===== config.mk =====
export PLATFORM = sky130hd
export DESIGN_NAME = cla_seq_adder
export DESIGN_NICKNAME = d
export VERILOG_FILES = /design/src/rtl/cla_seq_adder.sv
export SDC_FILE = /design/constraint.sdc
export NUM_CORES = 1
export LEC_CHECK = 0
export BUFFER_PORTS_ARGS = -buffer_cell sky130_fd_sc_hd__clkbuf_2
export CORE_MARGIN = 4
export CORE_UTILIZATION = 40
export CTS_BUF_LIST = sky130_fd_sc_hd__clkbuf_4
export CTS_CLUSTER_DIAMETER = 40
export DETAILED_ROUTE_END_ITERATION = 6
export PLACE_DENSITY = 0.73
export SLEW_MARGIN = 40
export SYNTH_ARGS = -nofsm -noshare
export SYNTH_HDL_FRONTEND = slang
export SYNTH_SLANG_ARGS = --single-unit

===== constraint.sdc =====
create_clock -name clk -period 2.7 [get_ports clk]
set_input_delay 0.27 -clock clk [delete_from_list [all_inputs] [get_ports clk]]
set_output_delay 0.27 -clock clk [all_outputs]
set_load 0.02 [all_outputs]

===== src/rtl/cla_seq_adder.sv =====
// Multi-cycle WIDTH-bit adder built from a single reused 4-bit carry-lookahead
// slice. Chunks are processed LSB first, and carry and group G/P are chained in registers.

module cla_slice (
  input  logic [3:0] a,
  input  logic [3:0] b,
  input  logic       c0,
  output logic [3:0] s,
  output logic       g,
  output logic       p,
  output logic       c3,
  output logic       c4
);
  logic [3:0] pi, gi;
  logic       c1, c2;

  assign pi = a ^ b;
  assign gi = a & b;
  assign c1 = gi[0] | (pi[0] & c0);
  assign c2 = gi[1] | (pi[1] & gi[0]) | (pi[1] & pi[0] & c0);
  assign c3 = gi[2] | (pi[2] & gi[1]) | (pi[2] & pi[1] & gi[0])
            | (pi[2] & pi[1] & pi[0] & c0);
  assign g  = gi[3] | (pi[3] & gi[2]) | (pi[3] & pi[2] & gi[1])
            | (pi[3] & pi[2] & pi[1] & gi[0]);
  assign p  = &pi;
  assign c4 = g | (p & c0);
  assign s  = pi ^ {c3, c2, c1, c0};
endmodule

module cla_seq_adder #(
  parameter int WIDTH = 16
) (
  input  logic             clk,
  input  logic             rst,
  input  logic             in_valid,
  output logic             in_ready,
  input  logic [WIDTH-1:0] a,
  input  logic [WIDTH-1:0] b,
  input  logic             cin,
  output logic             out_valid,
  input  logic             out_ready,
  output logic [WIDTH-1:0] sum,
  output logic             cout,
  output logic             ovf,
  output logic             grp_g,
  output logic             grp_p
);
  localparam int NCHUNK = WIDTH / 4;
  localparam int IDXW   = (NCHUNK > 1) ? $clog2(NCHUNK) : 1;

  typedef enum logic [1:0] {IDLE, RUN, DONE} state_t;

  state_t                 state, state_nx;
  logic [NCHUNK-1:0][3:0] a_r, b_r, sum_r;
  logic [IDXW-1:0]        idx;
  logic                   carry_r, g_acc, p_acc, msb_cin_r;
  logic [3:0]             ca, cb, cs;
  logic                   cg, cp, cc3, cc4, last;

  // Decoded mux keeps the chunk select free of out-of-range indexing.
  always_comb begin
    ca = '0;
    cb = '0;
    for (int k = 0; k < NCHUNK; k++) begin
      if (idx == IDXW'(k)) begin
        ca = a_r[k];
        cb = b_r[k];
      end
    end
  end

  assign last = (idx == IDXW'(NCHUNK - 1));

  cla_slice u_slice (
    .a  (ca),
    .b  (cb),
    .c0 (carry_r),
    .s  (cs),
    .g  (cg),
    .p  (cp),
    .c3 (cc3),
    .c4 (cc4)
  );

  always_comb begin
    state_nx = state;
    case (state)
      IDLE:    if (in_valid)  state_nx = RUN;
      RUN:     if (last)      state_nx = DONE;
      DONE:    if (out_ready) state_nx = IDLE;
      default:                state_nx = IDLE;
    endcase
  end

  always_ff @(posedge clk) begin
    if (rst) begin
      state     <= IDLE;
      idx       <= '0;
      a_r       <= '0;
      b_r       <= '0;
      sum_r     <= '0;
      carry_r   <= 1'b0;
      g_acc     <= 1'b0;
      p_acc     <= 1'b0;
      msb_cin_r <= 1'b0;
    end else begin
      state <= state_nx;
      case (state)
        IDLE: if (in_valid) begin
          a_r     <= a;
          b_r     <= b;
          carry_r <= cin;
          g_acc   <= 1'b0;
          p_acc   <= 1'b1;
          sum_r   <= '0;
          idx     <= '0;
        end
        RUN: begin
          for (int k = 0; k < NCHUNK; k++)
            if (idx == IDXW'(k)) sum_r[k] <= cs;
          carry_r <= cc4;
          g_acc   <= cg | (cp & g_acc);
          p_acc   <= p_acc & cp;
          if (last) msb_cin_r <= cc3;
          else      idx       <= idx + 1'b1;
        end
        default: ;
      endcase
    end
  end

  assign in_ready  = (state == IDLE);
  assign out_valid = (state == DONE);
  assign sum       = sum_r;
  assign cout      = carry_r;
  assign ovf       = msb_cin_r ^ carry_r;
  assign grp_g     = g_acc;
  assign grp_p     = p_acc;
endmodule


Word level (Yosys, flattened, before mapping):

Index checks and enable logic that the tools add are counted.

* equal/unequal tests: 12
* bitwise gates (word level): 32
* reductions and logical operators: 13
* multiplexer cells: 27
* add/subtract/negate cells: 1

Operators by type and width (number)
* $mux W4: 12
* $pmux W16 S2: 1
* $reduce_and A3 Y1: 6
* $and A1 B1 Y1: 17
* $mux W16: 1
* $ne A2 B2 Y1 const B: 6
* $or A1 B1 Y1: 11
* $mux W2: 5
* $xor A4 B4 Y4: 2
* $eq A2 B2 Y1 const B: 3
* $pmux W1 S2: 3
* $pmux W2 S3: 1
* $reduce_and A2 Y1: 3
* $and A4 B4 Y4: 1
* $eq A2 B1 Y1 const B: 2
* $logic_not A2 Y1: 2
* $pmux W2 S2: 1
* $reduce_and A4 Y1: 1
* $mux W1: 3
* $add A2 B1 Y2 const B: 1
* $ne A2 B1 Y1 const B: 1
* $reduce_bool A2 Y1: 1
* $xor A1 B1 Y1: 1

* register bits: 56
* logic and storage cells: 103

Longest topological paths before layout:

* depth in word-level cells: 13
* gate-level depth with buffers: 12
* gate-level depth less buffers: 11

Modules after synthesis:

Synthesis repeated with hierarchy kept, for this count alone.

* cells, all modules: 324
* area total of the unflattened synthesis: 2691.3 µm²

By module, submodules not included
* cla_seq_adder: times used 1, area each 2508.7 µm², cells each 302
* cla_slice: times used 1, area each 182.7 µm², cells each 22

Worst setup path after synthesis:

OpenSTA, ideal clock, no wires.

* path type: reg2reg
* start point: register idx[0]
* end point: register sum_r (netlist bit sum[3])
* slack: 0.280 ns
* library setup time: 0.117 ns
* path buffers: 2
* arrival time: 2.303 ns
* cell stages (with the launch flop): 11
* cells stage by stage: dfxtp_1 > ha_1 > clkbuf_1 > clkbuf_1 > nand2_1 > o21ai_1 > ha_1 > a21oi_1 > a31o_1 > a21oi_2 > a22o_1

* word-level cells in the longest chain between the ends: 13
* elaborated cells between the ends (all ways): 27
* those cells by class: 4 x eq/ne; 10 x mux; 11 x bitwise; 2 x reduce/logical

Ends and longest elaborated chain
* start, declared: line 55 `logic [IDXW-1:0] idx;`
* start signal, assigned: line 125 `else idx <= idx + 1'b1;`
* $logic_not A2 Y1: line 65, 120
* $mux W4 (4 in a row): line 65 `if (idx == IDXW'(k)) begin`
* $xor A4 B4 Y4 / $and A4 B4 Y4 (equally long branches): line 17, 18
* $and A1 B1 Y1 (on tied branches): line 21, 22
* $or A1 B1 Y1 (tied with other cells): line 21 `assign c3 = gi[2] | (pi[2] & gi[1]) | (pi[2] & pi[1] & gi[0])`
* $or A1 B1 Y1 / $and A1 B1 Y1 (equally long branches): line 21, 22
* $or A1 B1 Y1: line 22 `| (pi[2] & pi[1] & pi[0] & c0);`
* $xor A4 B4 Y4: line 27 `assign s = pi ^ {c3, c2, c1, c0};`
* $mux W4: line 120 `if (idx == IDXW'(k)) sum_r[k] <= cs;`
* $pmux W16 S2: line 108 `case (state)`
* end signal, assigned by index: line 120
* end, declared: line 54 `logic [NCHUNK-1:0][3:0] a_r, b_r, sum_r;`

Several ways; a longest one is shown, not always the timed one. The select of a mux whose other input is x is not followed.
A chain may end at the register's enable or synchronous reset.

Final worst setup path:

* start point: register idx[0]
* end point: register sum_r (netlist bit sum[14])

* word-level cells in the longest chain between the ends: 12
* elaborated cells between the ends (all ways): 24
* those cells by class: 4 x eq/ne; 10 x mux; 8 x bitwise; 2 x reduce/logical

Ends and longest elaborated chain
* $logic_not A2 Y1: line 65
* $mux W4 (4 in a row): line 65
* $xor A4 B4 Y4 / $and A4 B4 Y4 (equally long branches): line 17, 18
* $and A1 B1 Y1: line 20 `assign c2 = gi[1] | (pi[1] & gi[0]) | (pi[1] & pi[0] & c0);`
* $or A1 B1 Y1 / $and A1 B1 Y1 (equally long branches): line 20
* $or A1 B1 Y1: line 20
* $xor A4 B4 Y4: line 27
* $mux W4: line 120
* $pmux W16 S2: line 108

Several ways; a longest one is shown, not always the timed one. The select of a mux whose other input is x is not followed.

==> results.md <==
* Top cells by area, synth: dfxtp_1 (43%), nand2_1 (14%), a21oi_1 (12%), ha_1 (4.3%), o21ai_1 (2.3%)
* Hold_buf cts at 0
* Critical path type: reg2reg
* Largest net degree at the start of global routing at 38
* Post-synth top flop: dfxtp_1
* Synth cell types at 35
* Final Hold Fails at 0
* Reg2Reg Depth at 11
* Critical path required time at 2940 ps
* 1st-iter DRT viols at 100
* Number of global-route vias before repair at 2356
* Min Tclk post-route at 2555 ps
* CTS tree: built
* Commonest cells after routing, fill and taps aside: nand2_1 (96), a21oi_1 (60), clkbuf_2 (58)
* Clk pwr share at 0.228
* Fmax at 0.3914 GHz
* Core footprint at 6386 µm²
* Cell area power density at 506.2 nW/µm²
* Actual slew at the worst max-slew pin at 723.5 ps
* # Post-CTS Setup Buffers at 0
* Row count at 29
* Final setup violation count at 0
* Io pins at 59
* Max IR drop VDD at 211.1 µV
* CTS resizes at 0
* Tightest Hold Check Type: in2reg
* Crit Reg-Reg Startpoint: idx[0]
* Flip-flop and latch count after synthesis at 56
* Routability congestion estimate at 0.8448
* Synth-to-Final Area Change at 15.96%
* Relative slew slack at 0.5172
* H-tree depth at 2
* Syn Nets at 387
* Period utilization at 0.9462
* Clock skew at 9.170 ps
* Worst setup SP type: register
* Crit Reg-Reg Endpoint: sum[14]
* Design area at 3054 µm²
* Post-DP HPWL at 4.660 mm
* Antenna Cells at 0
* Sw frac at 0.2834
* Worst EP arrival at 2800 ps
* Yosys Warn Count at 0
* Outcome: finished, final reports clean
* Vias at 2441
* Post-synth top area cell: dfxtp_1
* Max-cap violations at 0
* Initial antenna violation count at 0
* Number of antenna-violating nets in the routed design at 0
* Synth Area per Inst at 7.746 µm²
* 1st-pass router iterations at 4
* Die span in x at 89.15 µm
* Power share of the combinational group at 0.190
* GRT Overall Usage at 0.1648
* Clock root cell: clkbuf_4
* Max Slew Vio Count at 0
* Number of remaining DRC errors at 0
* Die Area at 7947 µm²
* Sequential share of power at 0.582
* Die Ht at 89.15 µm
* Total CTS buffers at 5
* Area after DPL at 2963 µm²
* Async set-reset flop share out of synthesis at 0
* Insertion delay to the later sink of the worst-skew pair at 360 ps
* CTS sink count at 56
* Synth top area share at 0.4257
* CP Capture Point: sum[14]
* Vias per inst at 5.249
* Crit-path max FO at 5
* Global-route wire length before repair at 10.40 mm
* Internal at 1108 µW
* Remaining global-route overflow at 0
* Clock buffer depth at 2
* Cell Area, Synth at 2634 µm²
* Crit end category: register
* Nets at 434
* Switching power at 438.1 µW
* IO buf count at 58
* Setup TNS at 0 ps
* Commonest non-fill, non-tap cell in the layout: nand2_1
* Wirelength per Cell at 13.44 µm
* Share of layout cells above drive strength 1 at 0.2036
* EDFF count, synth at 0
* Sequential area share after synthesis at 0.4257
* Mapped Cells at 340
* Leak at 0.001300 µW
* Final Util at 0.4783
* Worst reg2reg setup slack at 150 ps
* Clock slew seen by the registers of the worst setup and hold paths at 140 ps
* Start point of the critical path: idx[0]
* Routed wire length at 6.251 mm
* Initial cell density of the core at 0.4124
==> synth_stat cells (2+ instances only) <==
cell type	count
nand2_1	96
a21oi_1	61
dfxtp_1	56
clkbuf_1	16
nor2_1	15
o21ai_1	12
ha_1	9
inv_1	8
nand3b_1	8
a21o_1	6
nand2b_1	5
a22o_1	4
buf_2	4
o32ai_1	4
buf_6	3
mux2i_1	3
nand3_1	3
xor2_1	3
a21oi_2	2
a22oi_1	2
nand4_1	2
nor2b_1	2
nor3_1	2
o211a_1	2
o211ai_1	2
==> logic make-up (layout without fill, tap and decap cells) <==
logic type,after synthesis,in the layout,share of synthesized area
adder cells (fa/ha/maj),10,10,0.05036
flip-flops,56,56,0.4257
buffers and inverters,32,80,0.05748
XOR/XNOR,3,3,0.009978
multiplexers,3,3,0.01140
AO/OA/AOI/OAI,100,100,0.2233
AND/OR/NAND/NOR,136,136,0.2219
==> critical path: stages (launching register included) <==
cell and delay (ps):
dfxtp_4 410, inv_1 90, ha_1 220, inv_1 160, o211ai_1 110, o211a_1 140, a21o_1 180, ha_1 320
a21o_1 190, a21oi_1 160, xor2_1 330, o32ai_1 120
==> area by class of cell <==
| cell class | count | area (µm²) |
|---|---|---|
| fillers | 675 | 3332 |
| multi-input cells | 252 | 1399 |
| flip-flops and latches | 56 | 1125 |
| repair buffers | 64 | 347.8 |
| well taps | 77 | 96.34 |
| clock buffers | 7 | 52.55 |
| inverters | 8 | 30.03 |
| clock inverters | 1 | 3.754 |
==> sequential cells by signal (all words and copies together), names as in the netlist <==
name / cells
grp_g: 1
cout: 1
grp_p: 1
sum: 16
idx: 2
b_r: 16
msb_cin_r: 1
state: 2
a_r: 16
==> stage by stage <==
step	worst slack (ps)	power, µW	cells	hold WS [ps]
floorplan	279.8	1116	340	406.0
global placement	132.5	1197	457	438.9
detailed placement	72.70	1204	457	448.6
CTS	48.73	1563	465	84.17
global route	-13.95	1647	465	75.71
finish	145.2	1546	465	106.3
==> per-layer routing <==
metal,routed length (µm),track usage,part of all wire
met3,382,0.03687,0.061
met2,3008,0.2920,0.48
met1,2749,0.1954,0.44
met4,110,0.05683,0.018
met5,0,0,0
==> how the worst min path moves through the flow <==
stage / from / to / slack, ps / depth (start not counted)
after floorplan: a[0] / a_r[0] / 410 / 2
after global placement: sum[0] / sum[0] / 440 / 2
after detailed placement: sum[8] / sum[8] / 450 / 2
after CTS: b[2] / b_r[2] / 80 / 3
after global routing: b[5] / b_r[5] / 80 / 3
final: a[10] / a_r[10] / 110 / 3
==> power by group through the flow <==
| stage | Clock [µW] | Combinational (µW) | Sequential (µW) |
|---|---|---|---|
| final | 352 | 294 | 900 |
| after global placement | 0 | 280 | 916 |
| after CTS | 376 | 288 | 899 |
| after detailed placement | 0 | 287 | 917 |
| after floorplan | 0 | 199 | 917 |
| after global routing | 410 | 332 | 905 |
No activity file was read; power rests on OpenSTA's default activity.
